`src/rtl/ifu.sv`:
```
`default_nettype none
// ============================================================================
//  Module      : ifu
//  Description : Single-outstanding instruction fetch unit with redirect and
//                decode handshake. Optional misaligned-redirect trap is
//                enabled by defining IFU_MISALIGN_CHECK_EN.
//  Revision    : 1.0 - initial release
// ============================================================================
module ifu #(
    parameter logic [31:0] RESET_PC = 32'h80000000
) (
    input  logic        clk,
    input  logic        rst,
    output logic        imem_req,
    output logic [31:0] imem_addr,
    input  logic        imem_ack,
    input  logic [31:0] imem_rdata,
    output logic        inst_valid,
    output logic [31:0] inst,
    output logic [31:0] inst_pc,
    input  logic        inst_ready,
    input  logic        redirect,
    input  logic [31:0] redirect_pc,
    output logic        misalign
);

    typedef enum logic [1:0] {
        S_IDLE  = 2'd0,
        S_FETCH = 2'd1,
        S_HOLD  = 2'd2,
        S_TRAP  = 2'd3
    } state_t;

    state_t      state_q, state_d;
    logic [31:0] pc_q, pc_d;
    logic [31:0] inst_q, inst_d;
    logic [31:0] inst_pc_q, inst_pc_d;

    logic        w_redirect_live;
    logic        w_redirect_bad;
    logic [31:0] w_redirect_target;

`ifdef IFU_MISALIGN_CHECK_EN
    assign w_redirect_bad    = |redirect_pc[1:0];
    assign w_redirect_target = redirect_pc;
`else
    // Low bits are simply dropped; a misaligned target can never trap.
    logic w_unused_redirect_lsbs;
    assign w_unused_redirect_lsbs = ^redirect_pc[1:0];
    assign w_redirect_bad         = 1'b0;
    assign w_redirect_target      = {redirect_pc[31:2], 2'b00};
`endif

    // A trapped unit ignores redirects; only reset recovers it.
    assign w_redirect_live = redirect && (state_q != S_TRAP);

    always_comb begin
        state_d   = state_q;
        pc_d      = pc_q;
        inst_d    = inst_q;
        inst_pc_d = inst_pc_q;
        if (w_redirect_live) begin
            if (w_redirect_bad) begin
                state_d = S_TRAP;
            end else begin
                state_d = S_FETCH;
                pc_d    = w_redirect_target;
            end
        end else begin
            case (state_q)
                S_IDLE: state_d = S_FETCH;
                S_FETCH: begin
                    if (imem_ack) begin
                        inst_d    = imem_rdata;
                        inst_pc_d = pc_q;
                        state_d   = S_HOLD;
                    end
                end
                S_HOLD: begin
                    if (inst_ready) begin
                        pc_d    = pc_q + 32'd4;
                        state_d = S_FETCH;
                    end
                end
                default: state_d = state_q;
            endcase
        end
    end

    always_ff @(posedge clk) begin
        if (rst) begin
            state_q   <= S_IDLE;
            pc_q      <= RESET_PC;
            inst_q    <= 32'd0;
            inst_pc_q <= 32'd0;
        end else begin
            state_q   <= state_d;
            pc_q      <= pc_d;
            inst_q    <= inst_d;
            inst_pc_q <= inst_pc_d;
        end
    end

`ifdef IFU_MISALIGN_CHECK_EN
    logic misalign_q, misalign_d;

    always_comb begin
        misalign_d = misalign_q | (w_redirect_live & w_redirect_bad);
    end

    always_ff @(posedge clk) begin
        if (rst) begin
            misalign_q <= 1'b0;
        end else begin
            misalign_q <= misalign_d;
        end
    end

    assign misalign = misalign_q;
`else
    assign misalign = 1'b0;
`endif

    // Handshake outputs are masked while reset is asserted.
    assign imem_req   = !rst && (state_q == S_FETCH);
    assign inst_valid = !rst && (state_q == S_HOLD);
    assign imem_addr  = pc_q;
    assign inst       = inst_q;
    assign inst_pc    = inst_pc_q;

endmodule
`default_nettype wire
```
`config.mk`:
```
export PLATFORM = sky130hd
export DESIGN_NAME = ifu
export DESIGN_NICKNAME = d
export VERILOG_FILES = /design/src/rtl/ifu.sv
export SDC_FILE = /design/constraint.sdc
export NUM_CORES = 1
export LEC_CHECK = 0
export CAP_MARGIN = 15
export CORE_ASPECT_RATIO = 1.25
export CORE_UTILIZATION = 46
export DETAILED_ROUTE_END_ITERATION = 8
export PLACE_DENSITY = 0.85
export SLEW_MARGIN = 20
export SYNTH_ARGS = -nofsm -noshare
export SYNTH_HDL_FRONTEND = slang
export SYNTH_SLANG_ARGS = --single-unit
```
`constraint.sdc`:
```
create_clock -name clk -period 4.2 [get_ports clk]
set_input_delay 1.05 -clock clk [delete_from_list [all_inputs] [get_ports clk]]
set_output_delay 1.05 -clock clk [all_outputs]
set_load 0.02 [all_outputs]
```
# Yosys cells after proc, flatten, opt, wreduce, memory -nomap -nowiden
# Cells that the tools add are included.
[word_totals]
in_bits = 69
reg_bits = 98
out_inout_bits = 99
word_cells = 37
[op_classes]
n_mux = 7
addsub = 1
n_reduce_logical = 15
n_bitwise = 1
eq_ne = 7
[ops]
columns = ["cell", "n"]
rows = [
  ["32-bit two-way mux", 3],
  ["32-bit by 3-bit adder with 32-bit output (second input constant)", 1],
  ["3-bit AND reduction", 3],
  ["2-bit inequality test (second input constant)", 3],
  ["3-bit inequality test (second input constant)", 2],
  ["2-bit case mux with 3 select lines", 1],
  ["2-bit two-way mux", 2],
  ["2-bit AND reduction", 2],
  ["2-bit nonzero test", 2],
  ["4-bit nonzero test", 1],
  ["1-bit logical AND", 3],
  ["3-bit nonzero test", 1],
  ["2-bit by 1-bit equality test with 1-bit output (second input constant)", 1],
  ["2-bit equality test (second input constant)", 1],
  ["2-bit zero test", 1],
  ["2-bit OR reduction", 1],
  ["1-bit zero test", 1],
  ["1-bit two-way mux", 1],
  ["1-bit inverter", 1],
]

# Longest topological paths before layout
# Gate-level depths: netlist of the first run.
[logic_depth]
ltp_word = 4
mapped_depth = 7
depth_no_buf = 6

# Least setup slack after synthesis of the first run
# Ideal clock, no wire load.
[synth_path]
path_type = "input port to output port"
from = "in rst"
to = "out imem_req"
n_path_buf = 2
path_slack_ps = 1216
arrival_ps = 1934
cell_stages = 3
required_time_ps = 3150
path_cell_list = "clkbuf_1 -> clkbuf_1 -> nor3b_1"
[synth_via]
elab_chain_cells = 2
[synth_lines]
columns = ["element", "line", "source"]
rows = [
  ["from (decl)", "13", "input logic rst,"],
  ["1-bit zero test", "125", "assign imem_req = !rst && (state_q == S_FETCH);"],
  ["1-bit logical AND", "125", ""],
  ["to (decl)", "14", "output logic imem_req,"],
]
# No other way between the ends.

# Final worst setup path of the first run
# Same ends and word-level chain as after synthesis.

==> impl_metrics.yaml, run 1 <==
sta:
  setup_violations: 0
  finalSetupTns_ps: 0
  fin_ws_ps: 1077
  worst_slew_pin_slew_ps: 899.6
  finalCritPeriodShare_pct: 74.35
  drv_slew: 0
  hold-worst-slack_ps: 457.0
  fmax_ghz: 0.3203
  rsz0062_at_grt: "no"
  relSlewSlack_pct: 40.02
  min_period_ps: 3123
  hold_viol: 0
  skew_ps: 11.87
synth:
  synth-seq-cells: 94
  ys.flop_type: "dfxtp_1"
  ys_seq_area_share_pct: 46.21
  synth.distinct_cells: 56
  syn_area_per_cell_um2: 7.832
  ys_warn_count: 0
  async_flop_share_pct: 0
  synth_area_um2: 4073
  synth_edf_count: 0
  syn_inst: 520
critical_path:
  critical_path.max_fanout: 10
  crit_type: "in -> out"
  endpoint_kind: "output pin"
  r2r_setup_slack_ps: 1730
  cp_slowest_cell: "clkdlybuf4s50_1"
  crit_chain: "buf_4 -> nor3b_1 -> clkdlybuf4s50_1"
  crit_required_ps: 3150
  critPathMaxStageDelay_ps: 640
  startpoint_type: "input port"
  critPathArrivalTime_ps: 2070
layout:
  diodes: 0
  nets: 728
  n_fill_cell: 737
  drive_above_1_share_pct: 4.834
  syn_to_final_growth_pct: 45.22
  design_area_um2: 5914
clock_network:
  cts.sinks: 94
  cts_root_buf: "clkbuf_8"
  cts_tree: "built"
  htree_levels: 3
  cts_buffers: 9
  clkTransAtPathRegs_ps: 80
  post-cts-setup-buffers: 0
  clock_path_buffers: 2
  cts_resized: 0
  clk_latency_ps: 360
  cts_hold_buf: 0
placement:
  place_area_um2: 5712
  port_buffers: 160
  gp_congestion: 0.8577
  dp_hpwl_um: 8301
  post-place-ws_ps: 946.5
detailed_routing:
  viasPerCell: 5.541
  firstDrtPassIters: 5
  drcViolationCount: 0
  vias: 4333
  drt_iter0_drc: 349
  totalWireLength_um: 11920
  wl_per_cell_um: 15.24
  antenna_left: 0
hold_path:
  hold_path.class: "reg -> reg"
floorplan:
  die_width_um: 86.16
  die_h_um: 107.2
  rows: 38
  die_area_um2: 9236
  coreArea_um2: 8653
  start_util_pct: 47.06
  ios: 168
global_routing:
  overflow: 0
  grt_usage_pct: 25.76
  antenna_found_initial: 0
  grt_pass1_vias: 3929
  grt_start_max_net_pins: 90
  grt_pass1_wl_um: 18820
job:
  cap_viol_max_count: 0
outcome:
  status: "finished clean"
power:
  ir_drop_mv: 0.1540
  p_leak_uw: 0.002002
  powerDensity_nw_per_um2: 319.6
[flip-flops by register name (all words and copies together) (netlist names)]
signal and cells:
imem_addr 30, inst 32, inst_pc 30, state_q 2
[per-stage QoR]
stage          cells  total power, µW  util, %
6_report         782             1890    68.35
3_3_place_gp     767             1292    66.01
4_1_cts          782             1897    68.31
3_5_place_dp     767             1301    66.01
5_1_grt          782             1961    68.35
2_1_floorplan    524             1137        -
[power by group]
group | total, µW | internal, µW | switching (µW) | leakage (µW)
combinational | 304 | 154 | 150 | 0.00113
clock | 608 | 305 | 303 | 0.000102
sequential | 978 | 927 | 51.4 | 0.000767
[Yosys cell counts (2+ instances only)]
cell type | n | area share, %
o311ai_0 | 3 | 0.65
nor2_1 | 27 | 2.5
mux2i_1 | 3 | 0.74
clkbuf_1 | 34 | 3.1
nand2b_1 | 3 | 0.46
and4_1 | 5 | 1.1
nand4_1 | 14 | 2.2
a22oi_1 | 4 | 0.74
or3_1 | 5 | 0.77
buf_2 | 2 | 0.25
nor3_1 | 4 | 0.49
nand2_1 | 149 | 14
o22ai_1 | 4 | 0.61
xor2_1 | 4 | 0.86
buf_4 | 5 | 0.92
a21oi_1 | 77 | 9.5
a31oi_1 | 7 | 1.1
inv_1 | 4 | 0.37
xnor2_1 | 3 | 0.65
a311oi_1 | 3 | 0.65
a211oi_1 | 8 | 1.5
o211ai_1 | 6 | 1.1
nor4_1 | 5 | 0.77
nand3_1 | 9 | 1.1
or4_1 | 3 | 0.55
buf_1 | 2 | 0.18
o21ai_0 | 3 | 0.37
a221oi_1 | 3 | 0.65
dfxtp_1 | 94 | 46
[area by class of cell]
class	count	area (µm²)	area share, %
Clock inverter	3	43.79	0.7404
Multi-Input combinational cell	383	2024	34.23
Timing Repair Buffer	166	1644	27.80
Tap cell	120	150.1	2.539
Inverter	4	15.01	0.2539
Sequential cell	94	1882	31.82
Clock buffer	12	155.1	2.623
[cells by family after synthesis]
family	Yosys count	synth area share (%)
xor gates and xnor gates	7	1.505
and+or+nand+nor	236	26.70
other	1	0.09208
adders and majority gates	1	0.3072
AOI/OAI and AO/OA	130	19.32
DFF	94	46.21
buffers and inverters	47	4.854
muxes	4	1.014
[cells in the final DEF (no fill, tap or decap), types with 5 or more instances in the layout]
cell,count
a211oi_1,8
a21oi_1,76
a31oi_1,7
and4_1,5
buf_4,7
clkbuf_8,11
clkdlybuf4s50_1,159
conb_1,5
dfxtp_1,94
nand2_1,149
nand3_1,9
nand4_1,14
nor2_1,26
nor4_1,5
o211ai_1,6
[worst max-delay path, delay by kind of cell]
kind | cells | cell delay [ps]
simple gates | 1 | 220
buf+inv | 2 | 800
[per-layer routing]
metal / track usage, % / up-vias / part of all wire, %
li1: - / 2088 / -
met1: 30.66 / 2056 / 41
met2: 45.98 / 163 / 52
met3: 3.310 / 26 / 4.6
met4: 11.07 / 0 / 2.6
met5: 0 / - / 0
[final timing paths]
check / end / depth (start not counted) / start
worst max register to register: imem_addr[22] / 6 / imem_addr[2]
worst min-delay path: inst_pc[14] / 2 / inst_pc[14]
worst min register to register: inst_pc[14] / 2 / inst_pc[14]
worst max-delay path: imem_req / 3 / rst
Power figures use the tool's default switching activity.
==> inputs of run 2 (changes only) <==
CORE_UTILIZATION = 39   (was 46)
PLACE_DENSITY = 0.77   (was 0.85)
clock period = 2.71 ns   (was 4.2 ns; I/O delays follow)
==> run 2 against run 1 <==
Setup slack got worse by 860 ps; combinational power rose by 64%; final cell count rose by 2.9%; critical path depth fell by 1; global-route usage fell by 3.0 points; worst hold slack got worse by 2.4 ps; clock-buffer cell count fell by 2; first-iteration DRC count fell by 22%; critical endpoint unchanged; largest power group unchanged.
==> impl_metrics.yaml, run 2 (synthesized netlist as in run 1, its figures left out) <==
sta:
  rsz0062_at_grt: "no"
  skew_ps: 5.504
  finalCritPeriodShare_pct: 92.04
  drv_slew: 0
  hold-worst-slack_ps: 454.6
  hold_viol: 0
  finalSetupTns_ps: 0
  min_period_ps: 2494
  relSlewSlack_pct: 54.00
  setup_violations: 0
  fmax_ghz: 0.4009
  worst_slew_pin_slew_ps: 690.0
hold_path:
  hold_path.class: "reg -> reg"
  whs_path_depth: 2
  hold_end: "inst[13]"
  hp-start: "inst[13]"
layout:
  finish.utilization_pct: 60.93
  diodes: 0
  final_cell_mix: "clkdlybuf4s50_1, nand2_1, dfxtp_1"
  nets: 741
  design_area_um2: 6157
  regArea_um2: 1882
  drive_above_1_share_pct: 6.953
  largest_reg_flops: 32
  multi_input_area_um2: 2021
  n_fill_cell: 879
  syn_to_final_growth_pct: 51.18
  layout_commonest_cell: "clkdlybuf4s50_1"
global_routing:
  overflow: 0
  grt_start_max_net_pins: 69
  grt_pass1_vias: 3960
  grt_usage_pct: 22.73
  antenna_found_initial: 0
  grt_pass1_wl_um: 19310
power:
  powerDensity_nw_per_um2: 546.7
  ir_drop_mv: 0.3078
  p_leak_uw: 0.002119
clock_network:
  clk_latency_ps: 340
  cts_hold_buf: 0
  cts.sinks: 94
  cts_buffers: 9
  cts_tree: "built"
  cts_resized: 0
  cts_root_buf: "clkbuf_16"
  clock_path_buffers: 2
  post-cts-setup-buffers: 0
  htree_levels: 3
  clkTransAtPathRegs_ps: 70
placement:
  dp_hpwl_um: 8863
  port_buffers: 160
  place_area_um2: 5833
  gp_congestion: 0.8519
critical_path:
  crit_type: "reg -> out"
  crit_required_ps: 2030
  critical_path.max_fanout: 10
  crit_chain: "nor3b_1 -> clkdlybuf4s50_1"
  r2r_setup_slack_ps: 570
  crit_family: "buffers and inverters"
  cp_slowest_cell: "clkdlybuf4s50_1"
  startpoint_type: "flop"
  endpoint_kind: "output pin"
  critPathArrivalTime_ps: 1820
  r2r_start: "imem_addr[7]"
  worst-path-buf-inv: 1
  timing.rr.end: "imem_addr[27]"
  r2r_cells: 5
  critPathMaxStageDelay_ps: 670
detailed_routing:
  viasPerCell: 5.381
  drcViolationCount: 0
  wl_per_cell_um: 15.56
  drt_iter0_drc: 271
  vias: 4332
  totalWireLength_um: 12530
  firstDrtPassIters: 5
  antenna_left: 0
floorplan:
  die_area_um2: 10860
  rows: 41
  die_h_um: 116.3
  ios: 168
  start_util_pct: 40.30
  die_width_um: 93.40
  coreArea_um2: 10110
outcome:
  status: "finished clean"
job:
  cap_viol_max_count: 0
run 2: changes by cell type in the layout (fill, tap and decap cells not counted), sizes merged:
cell	previous run	this run
bufinv	1	2
clkbuf	12	10
clkinvlp	0	2
buf	7	20
run 2: final cells by class:
class / instances / area share (%)
clock buffer: 10 / 3.881
sequential: 94 / 30.56
clock inverter: 6 / 1.382
multi-input combinational: 383 / 32.82
timing repair buffer: 179 / 28.49
tap: 129 / 2.621
inverter: 4 / 0.2439
run 2: per-stage QoR:
| step | power (µW) | worst slack [ps] | std cells |
|---|---|---|---|
| after global routing | 3490 | 142.7 | 805 |
| after global placement | 2023 | 237.9 | 789 |
| after CTS | 3383 | 236.9 | 805 |
| after detailed placement | 2036 | 137.9 | 789 |
| after floorplan | 1762 | 471.1 | 524 |
| final | 3366 | 215.7 | 805 |
run 2: how the worst max path moves through the flow:
stage / startpoint / to / cells after the start
2_1_floorplan: rst / imem_req / 3
5_1_grt: state_q[1] / inst_valid / 3
6_report: state_q[0] / imem_req / 2
4_1_cts: state_q[1] / inst_valid / 3
3_5_place_dp: inst_ready / imem_addr[11] / 5
3_3_place_gp: redirect / imem_addr[17] / 5
run 2: power by group:
part | switching, µW | internal [µW] | leakage [µW]
Combinational | 247 | 251 | 0.00120
Sequential | 73.4 | 1440 | 0.000767
Clock | 526 | 830 | 0.000154
run 2: metal layers:
layer	up-vias	GRT usage [%]	wire, µm
met5	-	0	0
met4	0	10.77	269
met3	18	2.214	719
met2	165	39.80	6276
met1	2039	28.07	5263
li1	2110	-	-
run 2: worst min-delay path: cells and delay by family (launching register included):
kind / cells / cell delay (ps)
flip-flops: 1 / 310
AND/OR/NAND/NOR: 1 / 50
AO/OA/AOI/OAI: 1 / 50
==> inputs of run 3 (changes only) <==
ABC_AREA = 1   (was default)
CORE_UTILIZATION = 41   (was 39)
PLACE_DENSITY = 0.78   (was 0.77)
==> run 3 against run 2 <==
Final area increased by 6.7%; clock skew grew 3.4 ps; synthesized cell count increased by 29%; global-route usage up 2.3 points; critical path type is now in -> out.
==> impl_metrics.yaml, run 3 <==
clock_network:
  cts_tree: "built"
  cts_buffers: 9
  cts_resized: 0
  clkTransAtPathRegs_ps: 70
  clock_path_buffers: 2
  post-cts-setup-buffers: 0
  clk_latency_ps: 350
  cts.sinks: 94
  htree_levels: 3
  cts_root_buf: "clkbuf_16"
  cts_hold_buf: 0
detailed_routing:
  firstDrtPassIters: 5
  antenna_left: 0
  drcViolationCount: 0
  vias: 5003
  viasPerCell: 5.228
  wl_per_cell_um: 15.30
  totalWireLength_um: 14640
  drt_iter0_drc: 377
layout:
  nets: 890
  design_area_um2: 6573
  syn_to_final_growth_pct: 42.86
  layout_commonest_cell: "clkdlybuf4s50_1"
  largest_reg_flops: 32
  diodes: 0
  drive_above_1_share_pct: 7.515
  final_cell_mix: "clkdlybuf4s50_1, nor2_1, nand2_1"
  finish.utilization_pct: 61.01
  n_fill_cell: 993
floorplan:
  start_util_pct: 42.71
  die_width_um: 96.75
  coreArea_um2: 10770
  rows: 42
  die_h_um: 120.4
  die_area_um2: 11650
  ios: 168
power:
  pwr-share-seq_pct: 43.0
  powerDensity_nw_per_um2: 543.1
  p_clk_share_pct: 39.5
  p_leak_uw: 0.002576
  combPwrFrac_pct: 17.5
  ir_drop_mv: 0.2968
  switching_share_pct: 27.83
  power_uw: 3569
  p_int_uw: 2576
  p_switching_uw: 993.2
critical_path:
  r2r_start: "state_q[0]"
  r2r_setup_slack_ps: 1020
  crit_required_ps: 2030
  startpoint_type: "input port"
  critPathArrivalTime_ps: 1930
  r2r_cells: 7
  endpoint_kind: "output pin"
  crit_type: "in -> out"
  critical_path.max_fanout: 3
  timing.rr.end: "inst[29]"
synth:
  async_flop_share_pct: 0
  yosys-top-cells-count: "nor2_1, nand2_1, dfxtp_1"
  synth_area_um2: 4601
  syn_inst: 673
  synth.distinct_cells: 36
  synth_edf_count: 0
  netlist.area_leader.share_pct: 40.90
  yosysTopAreaCell: "dfxtp_1"
  synth-seq-cells: 94
  ys.flop_type: "dfxtp_1"
  synth.area.top_cells: "dfxtp_1, nor2_1, nand2_1"
  yosysMostFrequentCell: "nor2_1"
  ys_warn_count: 0
  syn_area_per_cell_um2: 6.836
  ys_seq_area_share_pct: 40.90
global_routing:
  antenna_found_initial: 0
  grt_pass1_wl_um: 23520
  grt_pass1_vias: 4785
  grt_usage_pct: 25.06
  grt_start_max_net_pins: 51
  overflow: 0
hold_path:
  whs_path_depth: 2
  hold_path.class: "reg -> reg"
  hold_end: "imem_addr[30]"
  hp-start: "imem_addr[30]"
sta:
  fmax_ghz: 0.3837
  worst_slew_pin_slew_ps: 646.5
  relSlewSlack_pct: 56.84
  hold_viol: 0
  drv_slew: 0
  finalSetupTns_ps: 0
  min_period_ps: 2606
  finalCritPeriodShare_pct: 96.17
  skew_ps: 8.869
  setup_violations: 0
  rsz0062_at_grt: "no"
placement:
  dp_hpwl_um: 10840
  place_area_um2: 6245
  gp_congestion: 0.9368
  port_buffers: 160
job:
  cap_viol_max_count: 0
outcome:
  status: "finished clean"
[run 3: changes by cell type after synthesis, sizes merged, moves of 6 or more]
cell    before  now
nor2        27  134
clkbuf      34   13
o21ai        3   90
buf          9   26
nor3         5   14
nand3        9   44
nor4         6    0
inv          4   62
nand4       16    5
nand2      150  125
a21oi       77   46
a211oi       8    2
[run 3: worst max-delay path, cell delays in order]
cell and delay, ps:
clkdlybuf4s50_1 440, nor3_1 190, clkdlybuf4s50_1 630
[run 3: how the worst max path moves through the flow]
stage	cells after the start	slack, ps	to	startpoint
2_1_floorplan	2	850	inst_valid	rst
3_3_place_gp	3	110	imem_req	rst
3_5_place_dp	3	90	imem_req	rst
4_1_cts	3	90	imem_req	rst
5_1_grt	3	70	imem_req	rst
6_report	3	100	imem_req	rst
[run 3: logic make-up after synthesis]
logic type                 after synthesis  synth area share, %
other                                    1              0.08151
adders and majority gates                1               0.2719
and+or+nand+nor                        323                31.03
AOI/OAI and AO/OA                      150                17.13
DFF                                     94                40.90
xor gates and xnor gates                 2               0.3808
buffers and inverters                  102                10.20
[run 3: final cells by class]
cell class	count	area [µm²]	area share, %
Inverter	63	236.5	3.598
Sequential cell	94	1882	28.63
Clock buffer	9	225.2	3.427
Multi-Input combinational cell	481	2265	34.46
Clock inverter	7	102.6	1.561
Timing Repair Buffer	171	1697	25.81
Tap cell	132	165.2	2.513
[run 3: power by group through the flow]
stage	combinational, µW	clock, µW	sequential (µW)
2_1_floorplan	225	0	1640
3_3_place_gp	613	0	1560
3_5_place_dp	624	0	1560
4_1_cts	628	1420	1530
5_1_grt	675	1480	1540
6_report	626	1410	1530
[run 3: through the flow]
stage / std cells / setup slack [ps] / hold WS [ps]
floorplan: 677 / 852.0 / 563.2
global placement: 941 / 108.3 / 491.3
detailed placement: 941 / 86.48 / 500.5
CTS: 957 / 87.07 / 513.8
global route: 957 / 74.83 / 540.3
finish: 957 / 103.8 / 507.3
[run 3: routing by layer]
layer | wire [µm] | up-vias | share of wire, % | GRT usage [%]
li1 | - | 2460 | - | -
met1 | 5753 | 2292 | 39 | 28.98
met2 | 7328 | 207 | 50 | 44.15
met4 | 511 | 0 | 3.5 | 11.29
met3 | 1044 | 44 | 7.1 | 5.491
met5 | 0 | - | 0 | 0
